$ cat src/rtl/y86_pkg.sv
// rtl/y86_pkg.sv - shared Y86-64 opcodes, register constants and fetch FSM encoding
package y86_pkg;

  localparam logic [3:0] I_HALT   = 4'h0;
  localparam logic [3:0] I_NOP    = 4'h1;
  localparam logic [3:0] I_RRMOVQ = 4'h2;
  localparam logic [3:0] I_IRMOVQ = 4'h3;
  localparam logic [3:0] I_RMMOVQ = 4'h4;
  localparam logic [3:0] I_MRMOVQ = 4'h5;
  localparam logic [3:0] I_OPQ    = 4'h6;
  localparam logic [3:0] I_JXX    = 4'h7;
  localparam logic [3:0] I_CALL   = 4'h8;
  localparam logic [3:0] I_RET    = 4'h9;
  localparam logic [3:0] I_PUSHQ  = 4'hA;
  localparam logic [3:0] I_POPQ   = 4'hB;

  localparam logic [3:0] REG_NONE = 4'hF;

  typedef enum logic [1:0] {
    S_IDLE  = 2'd0,
    S_FETCH = 2'd1,
    S_DONE  = 2'd2
  } fetch_state_t;

  // Drop one byte into a little-endian 64-bit word at byte lane idx.
  function automatic logic [63:0] place_byte(input logic [63:0] w,
                                             input logic [2:0]  idx,
                                             input logic [7:0]  b);
    logic [63:0] r;
    r = w;
    r[{idx, 3'b000} +: 8] = b;
    return r;
  endfunction

endpackage

$ cat src/rtl/y86_fetch_unit_if.sv
// rtl/y86_fetch_unit_if.sv - byte-wide instruction memory request/valid bus
interface y86_fetch_unit_if;

  logic        imem_req;
  logic [63:0] imem_addr;
  logic [7:0]  imem_rdata;
  logic        imem_valid;

  modport master (
    output imem_req,
    output imem_addr,
    input  imem_rdata,
    input  imem_valid
  );

  modport slave (
    input  imem_req,
    input  imem_addr,
    output imem_rdata,
    output imem_valid
  );

endinterface

$ cat src/rtl/y86_instr_len.sv
// rtl/y86_instr_len.sv - combinational icode to instruction length map
module y86_instr_len
  import y86_pkg::*;
(
  input  logic [3:0] icode,
  output logic [3:0] len,
  output logic       invalid
);

  always_comb begin
    len     = 4'd1;
    invalid = 1'b0;
    case (icode)
      I_HALT, I_NOP, I_RET:             len = 4'd1;
      I_RRMOVQ, I_OPQ, I_PUSHQ, I_POPQ: len = 4'd2;
      I_IRMOVQ, I_RMMOVQ, I_MRMOVQ:     len = 4'd10;
      I_JXX, I_CALL:                    len = 4'd9;
      default: begin
        len     = 4'd1;
        invalid = 1'b1;
      end
    endcase
  end

endmodule

$ cat src/rtl/y86_fetch_unit.sv
// rtl/y86_fetch_unit.sv - byte-serial Y86-64 instruction fetch stage
// Optional address bounds check: FETCH_BOUNDS_CHECK_EN.
module y86_fetch_unit
  import y86_pkg::*;
#(
  parameter logic [63:0] IMEM_SIZE = 64'd4096
) (
  input  logic                     clk,
  input  logic                     rst,
  input  logic                     start,
  input  logic [63:0]              pc_in,
  y86_fetch_unit_if.master         imem,
  output logic                     busy,
  output logic                     done,
  output logic [3:0]               icode,
  output logic [3:0]               ifun,
  output logic [3:0]               rA,
  output logic [3:0]               rB,
  output logic [63:0]              valC,
  output logic [63:0]              valP,
  output logic                     instr_valid,
  output logic                     imem_error
);

  fetch_state_t state_q, state_d;
  logic [63:0]  pc_q, pc_d;
  logic [3:0]   cnt_q, cnt_d;
  logic [3:0]   len_q, len_d;
  logic         req_q, req_d;
  logic [63:0]  addr_q, addr_d;
  logic         busy_q, busy_d;
  logic         done_q, done_d;
  logic [3:0]   icode_q, icode_d;
  logic [3:0]   ifun_q, ifun_d;
  logic [3:0]   ra_q, ra_d;
  logic [3:0]   rb_q, rb_d;
  logic [63:0]  valc_q, valc_d;
  logic [63:0]  valp_q, valp_d;
  logic         iv_q, iv_d;
  logic         err_q, err_d;

  logic [3:0]   dec_len;
  logic         dec_invalid;
  logic [3:0]   cur_len;
  logic [3:0]   next_cnt;
  logic [63:0]  next_addr;
  logic [2:0]   vidx;
  logic         byte_ok;

  // Only byte 0 is decoded straight off the bus; later bytes reuse len_q.
  y86_instr_len u_len (
    .icode   (imem.imem_rdata[7:4]),
    .len     (dec_len),
    .invalid (dec_invalid)
  );

  assign byte_ok   = (state_q == S_FETCH) && req_q && imem.imem_valid;
  assign cur_len   = (cnt_q == 4'd0) ? dec_len : len_q;
  assign next_cnt  = cnt_q + 4'd1;
  assign next_addr = pc_q + {60'd0, next_cnt};
  // 9-byte forms carry valC from byte 1, 10-byte forms from byte 2.
  assign vidx      = (len_q == 4'd9) ? (cnt_q[2:0] - 3'd1) : (cnt_q[2:0] - 3'd2);

  always_comb begin
    state_d = state_q;
    pc_d    = pc_q;
    cnt_d   = cnt_q;
    len_d   = len_q;
    req_d   = req_q;
    addr_d  = addr_q;
    busy_d  = busy_q;
    done_d  = 1'b0;
    icode_d = icode_q;
    ifun_d  = ifun_q;
    ra_d    = ra_q;
    rb_d    = rb_q;
    valc_d  = valc_q;
    valp_d  = valp_q;
    iv_d    = iv_q;
    err_d   = err_q;

    case (state_q)
      S_IDLE: begin
        if (start) begin
          pc_d    = pc_in;
          cnt_d   = 4'd0;
          len_d   = 4'd1;
          addr_d  = pc_in;
          icode_d = 4'h0;
          ifun_d  = 4'h0;
          ra_d    = REG_NONE;
          rb_d    = REG_NONE;
          valc_d  = 64'd0;
          iv_d    = 1'b1;
          err_d   = 1'b0;
          busy_d  = 1'b1;
          req_d   = 1'b1;
          state_d = S_FETCH;
`ifdef FETCH_BOUNDS_CHECK_EN
          if (pc_in >= IMEM_SIZE) begin
            req_d   = 1'b0;
            err_d   = 1'b1;
            done_d  = 1'b1;
            valp_d  = pc_in + 64'd1;
            state_d = S_DONE;
          end
`endif
        end
      end

      S_FETCH: begin
        if (byte_ok) begin
          cnt_d  = next_cnt;
          addr_d = next_addr;
          if (cnt_q == 4'd0) begin
            icode_d = imem.imem_rdata[7:4];
            ifun_d  = imem.imem_rdata[3:0];
            len_d   = dec_len;
            iv_d    = ~dec_invalid;
          end else if ((len_q != 4'd9) && (cnt_q == 4'd1)) begin
            ra_d = imem.imem_rdata[7:4];
            rb_d = imem.imem_rdata[3:0];
          end else begin
            valc_d = place_byte(valc_q, vidx, imem.imem_rdata);
          end

          if (next_cnt == cur_len) begin
            req_d   = 1'b0;
            done_d  = 1'b1;
            valp_d  = pc_q + {60'd0, cur_len};
            state_d = S_DONE;
          end
`ifdef FETCH_BOUNDS_CHECK_EN
          else if (next_addr >= IMEM_SIZE) begin
            req_d   = 1'b0;
            err_d   = 1'b1;
            done_d  = 1'b1;
            valp_d  = pc_q + {60'd0, cur_len};
            state_d = S_DONE;
          end
`endif
        end
      end

      S_DONE: begin
        busy_d  = 1'b0;
        state_d = S_IDLE;
      end

      default: begin
        req_d   = 1'b0;
        busy_d  = 1'b0;
        state_d = S_IDLE;
      end
    endcase
  end

  always_ff @(posedge clk) begin
    if (rst) begin
      state_q <= S_IDLE;
      pc_q    <= 64'd0;
      cnt_q   <= 4'd0;
      len_q   <= 4'd1;
      req_q   <= 1'b0;
      addr_q  <= 64'd0;
      busy_q  <= 1'b0;
      done_q  <= 1'b0;
      icode_q <= 4'h0;
      ifun_q  <= 4'h0;
      ra_q    <= REG_NONE;
      rb_q    <= REG_NONE;
      valc_q  <= 64'd0;
      valp_q  <= 64'd0;
      iv_q    <= 1'b1;
      err_q   <= 1'b0;
    end else begin
      state_q <= state_d;
      pc_q    <= pc_d;
      cnt_q   <= cnt_d;
      len_q   <= len_d;
      req_q   <= req_d;
      addr_q  <= addr_d;
      busy_q  <= busy_d;
      done_q  <= done_d;
      icode_q <= icode_d;
      ifun_q  <= ifun_d;
      ra_q    <= ra_d;
      rb_q    <= rb_d;
      valc_q  <= valc_d;
      valp_q  <= valp_d;
      iv_q    <= iv_d;
      err_q   <= err_d;
    end
  end

`ifndef FETCH_BOUNDS_CHECK_EN
  logic unused_imem_size;
  assign unused_imem_size = ^IMEM_SIZE;
`endif

  assign imem.imem_req  = req_q;
  assign imem.imem_addr = addr_q;
  assign busy           = busy_q;
  assign done           = done_q;
  assign icode          = icode_q;
  assign ifun           = ifun_q;
  assign rA             = ra_q;
  assign rB             = rb_q;
  assign valC           = valc_q;
  assign valP           = valp_q;
  assign instr_valid    = iv_q;
  assign imem_error     = err_q;

endmodule

$ cat src/flat_wrapper.sv
// flat-port wrapper written by rule: the top's interface ports become plain ports
module y86_fetch_unit_flat import y86_pkg::*;
#(
  parameter logic [63:0] IMEM_SIZE = 64'd4096
)
  (clk, rst, start, pc_in, busy, done, icode, ifun, rA, rB, valC, valP, instr_valid, imem_error, imem_imem_req, imem_imem_addr, imem_imem_rdata, imem_imem_valid);
  y86_fetch_unit_if imem_i ();
  input  logic clk;
  input  logic rst;
  input  logic start;
  input  logic [63:0] pc_in;
  output logic busy;
  output logic done;
  output logic [3:0] icode;
  output logic [3:0] ifun;
  output logic [3:0] rA;
  output logic [3:0] rB;
  output logic [63:0] valC;
  output logic [63:0] valP;
  output logic instr_valid;
  output logic imem_error;
  output wire logic [$bits(imem_i.imem_req)-1:0] imem_imem_req;
  output wire logic [$bits(imem_i.imem_addr)-1:0] imem_imem_addr;
  input wire logic [$bits(imem_i.imem_rdata)-1:0] imem_imem_rdata;
  input wire logic [$bits(imem_i.imem_valid)-1:0] imem_imem_valid;
  assign imem_imem_req = imem_i.imem_req;
  assign imem_imem_addr = imem_i.imem_addr;
  assign imem_i.imem_rdata = imem_imem_rdata;
  assign imem_i.imem_valid = imem_imem_valid;
  y86_fetch_unit #(.IMEM_SIZE(IMEM_SIZE)) u_core (.clk(clk), .rst(rst), .start(start), .pc_in(pc_in), .imem(imem_i), .busy(busy), .done(done), .icode(icode), .ifun(ifun), .rA(rA), .rB(rB), .valC(valC), .valP(valP), .instr_valid(instr_valid), .imem_error(imem_error));
endmodule
$ cat config.mk
export PLATFORM = sky130hd
export DESIGN_NAME = y86_fetch_unit_flat
export DESIGN_NICKNAME = d
export VERILOG_FILES = /design/src/rtl/y86_pkg.sv /design/src/rtl/y86_fetch_unit_if.sv /design/src/rtl/y86_instr_len.sv /design/src/rtl/y86_fetch_unit.sv /design/src/flat_wrapper.sv
export SDC_FILE = /design/constraint.sdc
export NUM_CORES = 1
export LEC_CHECK = 0
export BUFFER_PORTS_ARGS = -buffer_cell sky130_fd_sc_hd__buf_2
export CAP_MARGIN = 20
export CORE_ASPECT_RATIO = 0.75
export CORE_MARGIN = 1.5
export CORE_UTILIZATION = 50
export DETAILED_ROUTE_END_ITERATION = 7
export MAX_ROUTING_LAYER = met4
export PLACE_DENSITY = 0.74
export SLEW_MARGIN = 20
export SYNTH_ARGS = -nofsm -noshare
export SYNTH_HDL_FRONTEND = slang
export SYNTH_SLANG_ARGS = --single-unit
$ cat constraint.sdc
create_clock -name clk -period 3.6 [get_ports clk]
set_clock_uncertainty 0.2 [all_clocks]
set_input_delay 0.18 -clock clk [delete_from_list [all_inputs] [get_ports clk]]
set_output_delay 0.18 -clock clk [all_outputs]
set_load 0.02 [all_outputs]
==> run metrics, run 1 <==
Worst R2R Setup Slack=0.16 ns; Cell variety after synth=75; number of synthesized register bits=286; area of the multi-input gates=7691 um2; hold_sp=pc_in[5]; Tot GR Track Use=35.03%; Syn Area/Cell=8.091 um2; Mapped Area=14140 um2; Clock Sink Count=286; initial antenna violation count=2; Detailed Place HPWL=35.53 mm; Routed WL=52.06 mm; antenna viol nets, final=0; vias in the first global route=13490; worst skew pair latency=0.57 ns; die width=197.2 um; Finished Layout Cells=2459; number of synthesized flops with an enable pin=0; Layout Nets=2142; delay-heaviest family, CP=simple AND/OR/NAND/NOR gates; RSZ-0062 raised after global routing=yes; largest net degree at the start of global routing=93; sw frac=27.69%; Cell Int Power=5.777 mW; run status=complete, no violations; CP required=3.88 ns; Hold Path Class=in2reg; Max Cap Viol=0; Hold Violations, Final=0; Root Buffer=clkbuf_16; CP cell instances=inv_1 > ha_2 > or3b_1 > a211o_1 > nand2_2 > inv_1 > fa_1 > nand2b_1 > a21oi_2 > buf_4 > nand4_1 > buf_6 > nor3_2 > xnor2_1 > a211oi_1; most common cell after layout, fill and taps aside=buf_2; site row count=53; asr flop ratio synth=0%; critical path's most frequent cell=inv_1; DP Cell Count=2308; CP Class=reg2reg; # DRC=0; Mapped Cells=1748; io pins=289; FF-to-FF End=u_core.valP[62]; most frequent cells in the layout=buf_2 (286), dfxtp_1 (285), nand2_1 (248); worst hold stages=4; yosys warns=0; core area=27920 um2; Reg-to-Reg Start=u_core.cnt_q[1]; Leak=7.061 nW; drt via density=6.004; Critical Path AT=3.71 ns; die span in y=148.7 um; VDD IR max=0.3935 mV; CP max FO=6; startpoint types=register; full die area=29310 um2; path depth of the worst reg2reg path=15; DRT Pass-1 Iters=6; syn nets=1840; Seq/Total Area, Yosys=40.48%; CTS Buffer Depth=3; PortBufs=287; worst hold slack=0.2148 ns; relative slew slack=37.90%; register area=5727 um2; Worst-Margin Slew=0.9244 ns; final setup fails=0; Avg WL per Cell=21.17 um; Comb power frac=14.0%; Area growth, synth to finish=26.93%; cts bufs inserted=30; clock-pin slew on the worst setup and hold paths=0.07 ns; Slowest cell on crit path=fa_1; via count=14760; Clock power frac=42.7%; Max Freq=291.1 MHz; hold worst-path end=u_core.pc_q[5]; share of layout cells above drive strength 1=22.38%; initial DRC count=1473; Fillers=2408; GR Overflow Total=0; routability cong.=1.005; Main synth FF type=dfxtp_1; P per Cell Area=445.1 nW/um2; H-tree level count=1; Worst Setup End Kind=register; Tmin final=3.435 ns; crit share post-route=95.43%; Max Slew Vio Count=0; Worst Path Buf+Inv=4; initial core utilization=50.66%; CTS tree=done; Seq pwr share=43.3%; cell depth of the worst setup path=15; first-pass GRT wire length=78.14 mm; P_sw=2.213 mW; crit-path max cell delay=0.40 ns
-- synthesized netlist by cell type (all sizes together) (55+ instances only) --
| cell | instances | area share, % |
|---|---|---|
| nand4 | 55 | 2.6 |
| nor3 | 56 | 2.0 |
| clkbuf | 110 | 3.0 |
| a211oi | 67 | 3.6 |
| o21ai | 61 | 2.2 |
| a21oi | 180 | 6.4 |
| xnor2 | 88 | 5.4 |
| buf | 63 | 2.4 |
| nand3 | 75 | 2.7 |
| nor2 | 111 | 3.0 |
| dfxtp | 286 | 40 |
| nand2 | 250 | 6.7 |
-- routing by layer --
metal	vias to the layer above	part of all wire [%]	track usage [%]
li1	6786	-	-
met5	-	0	-
met1	7038	45	51.20
met2	833	42	49.44
met4	0	3.3	11.22
met3	107	9.3	4.921
-- how the worst max path moves through the flow --
stage | from | end | slack, ns
after floorplan | u_core.cnt_q[0] | u_core.valP[48] | 0.03
after global placement | u_core.cnt_q[0] | u_core.valP[38] | 0.23
after detailed placement | u_core.cnt_q[1] | u_core.valP[50] | 0.14
after CTS | u_core.cnt_q[1] | u_core.valP[50] | 0.1
after global routing | u_core.cnt_q[1] | u_core.valP[62] | -0.03
final | u_core.cnt_q[1] | u_core.valP[62] | 0.16
-- worst reg2reg max path: stages (launching register included) --
cell and delay (ns):
dfxtp_1 0.31, inv_1 0.08, ha_2 0.19, or3b_1 0.38
a211o_1 0.28, nand2_2 0.10, inv_1 0.06, fa_1 0.40
nand2b_1 0.19, a21oi_2 0.17, buf_4 0.18, nand4_1 0.10
buf_6 0.18, nor3_2 0.20, xnor2_1 0.08, a211oi_1 0.24
-- logic make-up after synthesis --
| family | synth area share [%] |
|---|---|
| simple gates | 23.81 |
| flops | 40.48 |
| buf+inv | 5.733 |
| other cells | 0.02652 |
| compound gates | 19.39 |
| fa+ha+maj | 1.522 |
| mux | 1.354 |
| xor+xnor | 7.679 |
-- sequential cells by signal, indices dropped and copies added (netlist names) --
signal,count
u_core.busy,1
u_core.cnt_q,4
u_core.done,1
u_core.icode,4
u_core.ifun,4
u_core.imem.imem_addr,64
u_core.imem.imem_req,1
u_core.instr_valid,1
u_core.len_q,4
u_core.pc_q,64
u_core.rA,4
u_core.rB,4
u_core.state_q,2
u_core.valC,64
u_core.valP,64
-- power groups by stage --
stage	Combinational [mW]	Sequential, mW	Clock, mW
floorplan	0.612	3.53	0
global placement	0.996	3.52	0
detailed placement	1.01	3.52	0
CTS	1.10	3.45	3.43
global route	1.20	3.47	3.55
finish	1.12	3.46	3.41
-- final cells by class --
cell class                      instances  share of cell area, %
Multi-Input combinational cell       1275                  42.85
Sequential cell                       286                  31.90
Timing Repair Buffer                  443                  16.23
Clock buffer                           43                  4.963
Tap cell                              385                  2.683
Clock inverter                         12                  1.066
Inverter                               14                 0.2927
Antenna cell                            1                0.01394
-- metrics by stage --
stage          setup TNS [ns]  total power [mW]  utilization, %  setup slack (ns)  cell area (um2)
3_5_place_dp                0             4.530           56.81            0.1361            15860
5_1_grt              -0.05656             8.224           64.30          -0.02988            17950
2_1_floorplan               0             4.147               -           0.03372            14140
6_report                    0             7.989           64.30            0.1646            17950
4_1_cts                     0             7.980           63.99           0.09555            17860
3_3_place_gp                0             4.512           56.80            0.2301            15860
-- timing repair --
action | 4_1_cts | 5_1_grt
endpoints found under the hold margin | 176 | 0
resized for setup | 0 | 14
buffers inserted | 0 | 2
endpoints found under the setup margin | 0 | 13
hold buffers | 92 | 0
Power figures use the tool's default switching activity.
==> inputs of run 2 (changes only) <==
==> constraint.sdc (replaced) <==
create_clock -name clk -period 3.6 [get_ports clk]
set_clock_uncertainty 0.2 [all_clocks]
set_input_delay 0.54 -clock clk [delete_from_list [all_inputs] [get_ports clk]]
set_output_delay 0.54 -clock clk [all_outputs]
set_load 0.02 [all_outputs]
==> run 2 against run 1 <==
Non-clock buffer count down 96; core utilization fell by 4.0 points; hold slack got worse by 0.19 ns; first-iteration DRC count increased by 22%; combinational power is 8% lower; clock power is 10% lower; sequential share of layout area is 2.1 points higher; count of clock-buffer cells in the layout decreased by 6; wire length is 2.4% lower; critical path type unchanged; critical endpoint is now u_core.valP[60].
==> run metrics, run 2 (same netlist as run 1, synthesis figures left out) <==
run status=complete, no violations; Worst-Margin Slew=0.9899 ns; Avg WL per Cell=21.57 um; CTS Buffer Depth=3; final core occ=60.32%; H-tree level count=1; Hold Violations, Final=0; initial DRC count=1798; DP Cell Count=2307; final setup fails=0; crit share post-route=96.42%; Ant. Diodes=0; grt peak-use layer=met1; critical path's most frequent cell=inv_1; DRT Pass-1 Iters=6; routability cong.=0.9689; die width=197.2 um; site row count=53; CP cell instances=inv_1 > ha_2 > or3b_1 > a211o_1 > nand2_1 > inv_1 > fa_1 > nand2b_1 > a21oi_1 > buf_4 > nand3_1 > nor3_1 > xnor2_1 > a211oi_1; CP max FO=7; via count=14200; drt via density=6.028; crit-path max cell delay=0.40 ns; total chip power=7.559 mW; Tot GR Track Use=34.62%; Area growth, synth to finish=19.08%; CP Class=reg2reg; Routed WL=50.81 mm; Max Freq=288.1 MHz; CTS tree=done; GR Util met2=49.05%; CP required=3.87 ns; vias in the first global route=13040; Max Cap Viol=0; # Post-CTS Setup Buffers=0; Leak=6.530 nW; P per Cell Area=448.8 nW/um2; cts bufs inserted=29; io pins=289; Root Buffer=clkbuf_16; relative slew slack=33.71%; Clock Sink Count=286; Slowest cell on crit path=fa_1; hold_buf cts=0; die span in y=148.7 um; Critical Path AT=3.74 ns; initial antenna violation count=0; Worst Setup End Kind=register; first-pass GRT wire length=77.07 mm; full die area=29310 um2; worst skew pair latency=0.57 ns; met3 Usage GRT=5.397%; Layout Nets=2045; Finished Layout Cells=2355; RSZ-0062 raised after global routing=yes; most frequent cells in the layout=buf_2 (286), dfxtp_1 (285), nand2_1 (249); startpoint types=register; initial core utilization=50.66%; Detailed Place HPWL=35.63 mm; VDD IR max=0.3715 mV; Setup TNS=0 ns; clock-pin slew on the worst setup and hold paths=0.06 ns; GR Util met1=50.41%; post-route cell area=16840 um2; largest net degree at the start of global routing=79; most common cell after layout, fill and taps aside=buf_2; post_cts resized=0; Tmin final=3.471 ns; core area=27920 um2; # DRC=0; placed inst area=15870 um2; antenna viol nets, final=0; Max Slew Vio Count=0; PortBufs=287; GR Overflow Total=0; Hold Path Class=in2reg; share of layout cells above drive strength 1=22.84%
-- run 2: cell count changes in the layout (fill, tap and decap cells not counted), sizes merged, moves of 2 or more --
cell	before	now
buf	350	347
bufinv	5	3
clkbuf	43	37
dlygate4sd3	92	0
-- run 2: layout make-up --
class	instances	area, um2
clock buffers	37	795.8
clock inverters	11	142.6
fillers	2586	11080
inverters	14	52.55
multi-input cells	1275	7674
flip-flops and latches	286	5727
well taps	385	481.7
repair buffers	347	1968
-- run 2: through the flow --
stage	setup WS, ns	hold WS (ns)
2_1_floorplan	0.03372	0.2573
3_3_place_gp	0.2272	0.2295
3_5_place_dp	0.1554	0.2297
4_1_cts	0.1601	0.004114
5_1_grt	-0.05280	0.01950
6_report	0.1289	0.02596
-- run 2: worst max-delay path, delay by kind of cell (launching register included) --
family | cells | cell delay (ns)
simple gates | 5 | 1.21
compound gates | 3 | 0.65
fa+ha+maj | 2 | 0.59
buf+inv | 3 | 0.32
flops | 1 | 0.31
xor+xnor | 1 | 0.09
-- run 2: path summary, 6_finish.rpt --
kind | from | slack, ns | cells past startpoint | end
setup reg to reg | u_core.cnt_q[1] | 0.13 | 14 | u_core.valP[60]
hold reg to reg | u_core.imem.imem_addr[27] | 0.24 | 2 | u_core.imem.imem_addr[27]
setup / recovery | u_core.cnt_q[1] | 0.13 | 14 | u_core.valP[60]
hold / removal | pc_in[22] | 0.03 | 3 | u_core.pc_q[22]
-- run 2: power breakdown --
part	leakage [nW]	total, mW	switching, mW	internal [mW]
sequential	2.33	3.46	0.161	3.30
combinational	3.74	1.03	0.687	0.340
clock	0.458	3.07	1.31	1.76
total	6.53	7.56	2.16	5.40
-- run 2: layer usage --
layer	up-vias	wire (um)
met3	90	4825
li1	6585	-
met1	6777	23000
met5	-	0
met2	744	21530
met4	0	1459
